### config.mk
export PLATFORM = sky130hd
export DESIGN_NAME = decode_imm_stage
export DESIGN_NICKNAME = d
export VERILOG_FILES = /design/src/rtl/decode_imm_stage.sv
export SDC_FILE = /design/constraint.sdc
export NUM_CORES = 1
export LEC_CHECK = 0
export CORE_AREA = 2 2 152 154
export CTS_CLUSTER_DIAMETER = 100
export DETAILED_ROUTE_END_ITERATION = 8
export DIE_AREA = 0 0 154 156
export PLACE_DENSITY = 0.89
export SYNTH_ARGS = -nofsm -noshare
export SYNTH_HDL_FRONTEND = slang
export SYNTH_SLANG_ARGS = --single-unit
### constraint.sdc
create_clock -name clk -period 8.2 [get_ports clk]
set_clock_uncertainty 0.05 [all_clocks]
set_input_delay 1.64 -clock clk [delete_from_list [all_inputs] [get_ports clk]]
set_output_delay 1.64 -clock clk [all_outputs]
set_load 0.01 [all_outputs]
### src/rtl/decode_imm_stage.sv
// Registered RV32 decode stage: decodes on the input side into a DEPTH-entry skid FIFO.
// Optional macro DECODE_ILLEGAL_EN replaces unrecognised opcodes with NOP_INST and flags them.
module decode_imm_stage #(
   parameter int unsigned DEPTH    = 2,
   parameter logic [31:0] NOP_INST = 32'h00000013
) (
   input  logic        clk,
   input  logic        rst,
   input  logic        flush,
   input  logic        in_valid,
   output logic        in_ready,
   input  logic [31:0] inst,
   input  logic [31:0] pc,
   output logic        out_valid,
   input  logic        out_ready,
   output logic [31:0] out_pc,
   output logic [6:0]  opcode,
   output logic [4:0]  rd,
   output logic [4:0]  rs1,
   output logic [4:0]  rs2,
   output logic [2:0]  funct3,
   output logic [6:0]  funct7,
   output logic        imm_en,
   output logic [31:0] imm_I,
   output logic [31:0] imm_L,
   output logic [31:0] imm_JR,
   output logic [31:0] imm_S,
   output logic [31:0] imm_B,
   output logic [31:0] imm_LUI,
   output logic [31:0] imm_AU,
   output logic [31:0] imm_J,
   output logic        illegal
);

   localparam int unsigned PW = (DEPTH > 1) ? $clog2(DEPTH) : 1;
   localparam int unsigned CW = $clog2(DEPTH) + 1;
   localparam logic [CW-1:0] FULL = CW'(DEPTH);

   typedef struct packed {
      logic [31:0] pc;
      logic [6:0]  opcode;
      logic [4:0]  rd;
      logic [4:0]  rs1;
      logic [4:0]  rs2;
      logic [2:0]  funct3;
      logic [6:0]  funct7;
      logic        imm_en;
      logic        illegal;
      logic [31:0] imm_i;
      logic [31:0] imm_s;
      logic [31:0] imm_b;
      logic [31:0] imm_u;
      logic [31:0] imm_j;
   } entry_t;

   entry_t          r_mem [DEPTH];
   entry_t          r_head;
   logic [PW-1:0]   r_wr_ptr;
   logic [PW-1:0]   r_rd_ptr;
   logic [PW-1:0]   w_rd_ptr_nxt;
   logic [CW-1:0]   r_count;
   logic [CW-1:0]   w_count_nxt;
   entry_t          w_dec;
   entry_t          w_head_nxt;
   logic [31:0]     w_word;
   logic            w_bad;
   logic            w_imm_en;
   logic            w_push;
   logic            w_pop;

   // Opcodes whose operand B comes from an immediate.
   always_comb begin
      w_imm_en = 1'b0;
      case (w_word[6:0])
         7'b0010011, 7'b0110111, 7'b0010111, 7'b0000011,
         7'b0100011, 7'b1100011, 7'b1101111, 7'b1100111: w_imm_en = 1'b1;
         default:                                        w_imm_en = 1'b0;
      endcase
   end

`ifdef DECODE_ILLEGAL_EN
   logic w_known;

   always_comb begin
      w_known = 1'b0;
      case (inst[6:0])
         7'b0010011, 7'b0110111, 7'b0010111, 7'b0000011, 7'b0100011,
         7'b1100011, 7'b1101111, 7'b1100111, 7'b0110011,
         7'b0001111, 7'b1110011: w_known = 1'b1;
         default:                w_known = 1'b0;
      endcase
   end

   assign w_word = w_known ? inst : NOP_INST;
   assign w_bad  = !w_known;
`else
   assign w_word = inst;
   assign w_bad  = 1'b0;
`endif

   always_comb begin
      w_dec         = '0;
      w_dec.pc      = pc;
      w_dec.opcode  = w_word[6:0];
      w_dec.rd      = w_word[11:7];
      w_dec.rs1     = w_word[19:15];
      w_dec.rs2     = w_word[24:20];
      w_dec.funct3  = w_word[14:12];
      w_dec.funct7  = w_word[31:25];
      w_dec.imm_en  = w_imm_en;
      w_dec.illegal = w_bad;
      w_dec.imm_i   = {{20{w_word[31]}}, w_word[31:20]};
      w_dec.imm_s   = {{20{w_word[31]}}, w_word[31:25], w_word[11:7]};
      w_dec.imm_b   = {{19{w_word[31]}}, w_word[31], w_word[7], w_word[30:25], w_word[11:8], 1'b0};
      w_dec.imm_u   = {w_word[31:12], 12'b0};
      w_dec.imm_j   = {{11{w_word[31]}}, w_word[31], w_word[19:12], w_word[20], w_word[30:21], 1'b0};
   end

   // Ready deliberately ignores out_ready: a full FIFO never pushes, even while popping.
   assign in_ready  = !rst && (r_count < FULL);
   assign out_valid = (r_count != '0);
   assign w_push    = in_valid && in_ready && !flush;
   assign w_pop     = out_valid && out_ready && !flush;

   assign w_rd_ptr_nxt = w_pop ? r_rd_ptr + PW'(1) : r_rd_ptr;

   always_comb begin
      w_count_nxt = r_count;
      case ({w_push, w_pop})
         2'b10:   w_count_nxt = r_count + CW'(1);
         2'b01:   w_count_nxt = r_count - CW'(1);
         default: w_count_nxt = r_count;
      endcase
   end

   // The slot being written becomes the head only when the FIFO drains to it this cycle.
   assign w_head_nxt = (w_push && (w_rd_ptr_nxt == r_wr_ptr)) ? w_dec : r_mem[w_rd_ptr_nxt];

   always_ff @(posedge clk) begin
      if (w_push) r_mem[r_wr_ptr] <= w_dec;
   end

   always_ff @(posedge clk) begin
      if (rst) begin
         r_wr_ptr <= '0;
         r_rd_ptr <= '0;
         r_count  <= '0;
         r_head   <= '0;
      end else if (flush) begin
         r_wr_ptr <= '0;
         r_rd_ptr <= '0;
         r_count  <= '0;
      end else begin
         if (w_push) r_wr_ptr <= r_wr_ptr + PW'(1);
         r_rd_ptr <= w_rd_ptr_nxt;
         r_count  <= w_count_nxt;
         // Data holds its last value while the FIFO is empty.
         if (w_count_nxt != '0) r_head <= w_head_nxt;
      end
   end

   assign out_pc  = r_head.pc;
   assign opcode  = r_head.opcode;
   assign rd      = r_head.rd;
   assign rs1     = r_head.rs1;
   assign rs2     = r_head.rs2;
   assign funct3  = r_head.funct3;
   assign funct7  = r_head.funct7;
   assign imm_en  = r_head.imm_en;
   assign imm_I   = r_head.imm_i;
   assign imm_L   = r_head.imm_i;
   assign imm_JR  = r_head.imm_i;
   assign imm_S   = r_head.imm_s;
   assign imm_B   = r_head.imm_b;
   assign imm_LUI = r_head.imm_u;
   assign imm_AU  = r_head.imm_u;
   assign imm_J   = r_head.imm_j;
   assign illegal = r_head.illegal;

endmodule
Word-level counts from Yosys, hierarchy flattened
Memories as Yosys holds them, arrays and structs flattened. A register that Yosys moved wholly into a read port is not among the register bits.
Cells that the tools add are included.

cells by class
  add/sub/neg operators = 4
  order comparisons = 1
  equality and inequality tests = 11
  multiplexer cells = 6
  bitwise gates (word level) = 1
  reductions and logical operators = 13

operator list
  operator                                                            number
  226-bit two-way mux                                                 1
  7-bit == test, second input constant                                3
  7-bit by 5-bit == test with 1-bit output, second input constant     2
  7-bit by 6-bit == test with 1-bit output, second input constant     2
  8-bit OR reduction                                                  1
  7-bit by 2-bit == test with 1-bit output, second input constant     1
  1-bit logical AND                                                   6
  1-bit two-way mux                                                   4
  2-bit one-hot mux with 2 select lines                               1
  2-bit nonzero test                                                  2
  1-bit adder, second input constant                                  2
  2-bit by 1-bit adder with 2-bit output, second input constant       1
  2-bit by 1-bit == test with 1-bit output, second input constant     1
  2-bit == test, second input constant                                1
  1-bit logical NOT                                                   2
  2-bit < comparator, second input constant                           1
  2-bit AND reduction                                                 1
  2-bit OR reduction                                                  1
  2-bit by 1-bit subtractor with 2-bit output, second input constant  1
  1-bit == test                                                       1
  1-bit NOT                                                           1

word-level totals
  register bits after elaboration = 101
  memory bits (writable) = 422
  input bits = 69
  logic and storage cells = 44
  memories kept = 1

memories
  name   depth  width  read ports  clocked after memory_dff  wr ports  line  text
  r_mem  2      211    1           1                         1         56    entry_t r_mem [DEPTH];

Longest topological paths before layout
  word-level depth = 8
  gate-level depth with buffers = 15
  depth with buffers taken out = 9

Worst setup path after synthesis
No wires, ideal clock.

  path type = input -> register
  start = input flush
  end = memory r_mem[0][146] (netlist name), enable pin
  setup time = 0.488 ns
  arrival time = 5.519 ns
  data required time = 7.662 ns
  setup slack = 2.143 ns
  stages on the path = 8
  path buffers = 4
  cells stage by stage = or2_1 > clkbuf_1 > nor2b_1 > clkbuf_1 > buf_2 > clkbuf_1 > inv_2 > nor2_1

on the way
  cells in the longest elaborated chain, start to end = 4

RTL lines
  item                                     line  text
  start: declaration                       9     input logic flush,
  1-bit logical NOT                        122   assign w_push = in_valid && in_ready && !flush;
  1-bit logical AND                        122
  1-bit two-way mux                        140   if (w_push) r_mem[r_wr_ptr] <= w_dec;
  1-bit two-way mux (not written as such)  140
  end: declaration                         56

No other way between the ends.

Worst setup path after layout
  start = input flush
  end = register r_head (netlist bit imm_AU[17])

on the way
  cells in the longest elaborated chain, start to end = 6
  elaborated cells between the ends (all ways) = 10
  those cells by class = 2 x eq/ne; 2 x mux; 1 x bitwise; 5 x reduce/logical

RTL lines
  item                                                                              line      text
  1-bit logical NOT                                                                 122, 123
  1-bit logical AND (on tied branches)                                              123, 122
  2-bit by 1-bit == test with 1-bit output / 2-bit == test (equally long branches)  129       case ({w_push, w_pop})
  2-bit one-hot mux with 2 select lines                                             129
  2-bit nonzero test                                                                158       if (w_count_nxt != '0) r_head <= w_head_nxt;
  2-bit AND reduction (no source line)                                              --
  end signal: assignment                                                            158
  end: declaration                                                                  57        entry_t r_head;

Parallel ways exist; a longest one is shown, timed or not.
A chain may end at the register's enable or synchronous reset.

==> metrics.txt <==
ANT nets after route=0; synthesized cell area=~10000 um^2; CTS tree=built; drt first-iter violations=between 300 and 400; layout cells sized above 1=0.1079; family with the most delay on the worst path=simple AND/OR/NAND/NOR gates; Slowest-stage cell, CP=or2_4; Cell Chain, Critical Path=clkdlybuf4s50_1, or2_1, nor2b_4, inv_2, ha_1, o31ai_1, or2_4, buf_4, o311ai_2; detailed-route DRC error count=0; CTS Hold Bufs=0; status=completed; via count of the first global-routing pass=6239; register area share after synthesis=0.5287; Die Y-Extent=around 160 um; H-tree depth=4; IO Pins=slightly below 400; later-pin clock latency in the skew report=roughly 0.42 ns; Overflow after GRT=0; Slew @ Worst Pin=1.102 ns; switching fraction of total power=0.2214; XOR/XNOR Fraction of Synth Area=0.007385; first-pass GRT wire length=35950 um; RSZ-0062 raised after global routing=no; Final Hold Fails=0; Placed Area=~12000 um^2; initial antenna violation count=0; mux cell area share after synthesis=0.06509; Avg Cell Area, Syn=around 12 um^2; Site Rows=55; gp weighted congestion=0.8229; Crit Path Max Fanout=49; WS Path Type=input port to register; f_max=0.2074 GHz; post-synthesis cell count=805; clk sinks=199; NetSw=0.5073 mW; leakage=4.562 nW; Post-Synth Simple-Gate Area=0.07786; most frequent cells in the layout=365 x clkdlybuf4s50_1, 130 x edfxtp_1, 68 x dfxtp_1; GRT Util Overall=0.1933; WL final=24280 um; Worst Hold Class=register to register; Max Slew Vio Count=0; Final Instance Area=12690 um^2; Max VDD drop=between 0.1 and 0.15 mV; DIE WIDTH=between 150 and 200 um; Final setup viols=0; Power Density=around 180 nW/um^2; Max-cap violations=0; # fillers=1723; slowest stage delay, CP=~0.8 ns; Port Buffer Count=roughly 370; via density per instance=5.257; largest net degree at the start of global routing=~120; die area=~24000 um^2; minimum clock period=around 4.8 ns; dpl hpwl=about 16000 um; Slew HR=0.2652; clock power share=0.404; arrival time at the worst endpoint=a little over 5 ns; Adder-Cell Fraction of Synth Area=0.001252; Fin Hold WS=0.4173 ns; P&R area growth vs syn=26.91%; DR WL/cell=between 20 and 25 um; largest family of logic cells by synthesized area=buffers and inverters; initial core utilization=0.4469; Final TNS setup=0 ns; Synth warnings=0; register bit total from synthesis=between 150 and 200; CP bufs+invs=3; Int Power=around 1.8 mW; commonest non-fill, non-tap cell in the layout=clkdlybuf4s50_1; Clock Tree Buf Depth=2; required time of the worst setup path=about 8.4 ns; Yosys cell types=35; final worst setup slack=3.378 ns; Core Box Area=22370 um^2; clock buffer count from CTS=17; final net count=around 980; dpl ws=between 2 and 3 ns; Worst setup EP type=register; combinational share of power=0.110; first-pass iteration count of the detailed router=5; CP startpoint kind=input port; routed via count=approximately 6.4k; number of gates resized after CTS=0; clock transition at the registers of the reported paths=about 0.070 ns; post-synthesis compound-gate area fraction=0.09864; Final Cycle Share=0.5881; # diodes=0; Reg power frac=0.486; Post-CTS Setup Bufs=0; clock tree root driver cell=clkbuf_16
==> worst reg2reg max path, cell delays in order, from the launching register on <==
cell,delay (ns)
dfxtp_1,0.37
or2_1,0.27
and3b_4,0.23
ha_1,0.34
o31ai_1,0.56
or2_4,0.81
buf_4,0.45
o311ai_2,0.16
==> Yosys cell counts (all sizes together) <==
library cell,count,share of area
buf,279,0.21
edfxtp,130,0.39
dfxtp,69,0.14
nand2,66,0.025
mux2i,65,0.065
nand4,65,0.041
o311ai,65,0.095
clkbuf,29,0.011
nor2,6,0.0023
xnor2,4,0.0043
nor2b,3,0.0019
or2,3,0.0019
and2,2,0.0013
inv,2,0.00075
o31ai,2,0.0015
a21oi,1,0.00050
a31oi,1,0.00063
and3b,1,0.0013
conb,1,0.00038
ha,1,0.0013
nand2b,1,0.00063
nand3,1,0.00050
nor3,1,0.00050
o21ai,1,0.00050
o21ba,1,0.0010
or3,1,0.00063
or3b,1,0.00088
or4,1,0.00075
xnor3,1,0.0023
xor2,1,0.00088
==> kinds of logic (layout without fill, tap and decap cells) <==
group                      after synthesis  in the layout
xor gates and xnor gates                 6              6
muxes                                   65             65
other                                    1             27
AOI/OAI and AO/OA                       71             71
adders and majority gates                1              1
DFF                                    199            199
and+or+nand+nor                        152            152
buffers and inverters                  310            406
==> state kept, by name (all words and copies together), names as in the netlist <==
name / count
r_rd_ptr: 1
opcode: 7
imm_AU: 7
r_wr_ptr: 1
r_count: 2
imm_B: 1
out_pc: 32
rd: 4
r_mem: 130
imm_en: 1
imm_J: 13
==> routing by layer <==
metal  global-route usage  share of wire  vias up  wire length [um]
met2               0.3602           0.54      290             13170
met4              0.07076          0.025        0               611
met3              0.03389          0.050       42              1210
met5                    0              0        -                 0
met1               0.2221           0.38     3163              9290
li1                     -              -     2876                 -
==> power by group through the flow <==
stage / sequential [mW] / combinational, mW / clock (mW)
2_1_floorplan: 1.14 / 0.155 / 0
3_3_place_gp: 1.13 / 0.247 / 0
3_5_place_dp: 1.14 / 0.253 / 0
4_1_cts: 1.11 / 0.254 / 0.940
5_1_grt: 1.12 / 0.266 / 0.985
6_report: 1.11 / 0.253 / 0.926
==> stage by stage <==
step	utilization	std cells	total power, mW
after global placement	0.5373	1180	1.382
after global routing	0.5672	1212	2.368
after CTS	0.5672	1212	2.308
final	0.5672	1212	2.292
after floorplan	-	831	1.290
after detailed placement	0.5373	1180	1.389
==> area by class of cell <==
type                       count  area, um^2  area share
clock buffer                  19       452.9     0.03570
clock inverter                13       216.5     0.01706
inverter                       2       7.507   0.0005918
multi-input combinational    322        2645      0.2085
sequential                   199        5289      0.4169
tap                          285       356.6     0.02811
timing repair buffer         372        3719      0.2931
==> worst paths after layout <==
path / from / to / slack (ns) / cells past startpoint
max: flush / imm_AU[17] / 3.38 / 9
min reg2reg: imm_en / imm_en / 0.42 / 2
max reg2reg: r_count[1] / imm_AU[17] / 4.81 / 7
min: imm_en / imm_en / 0.42 / 2
Note: power is estimated with default switching activity, not from simulation.
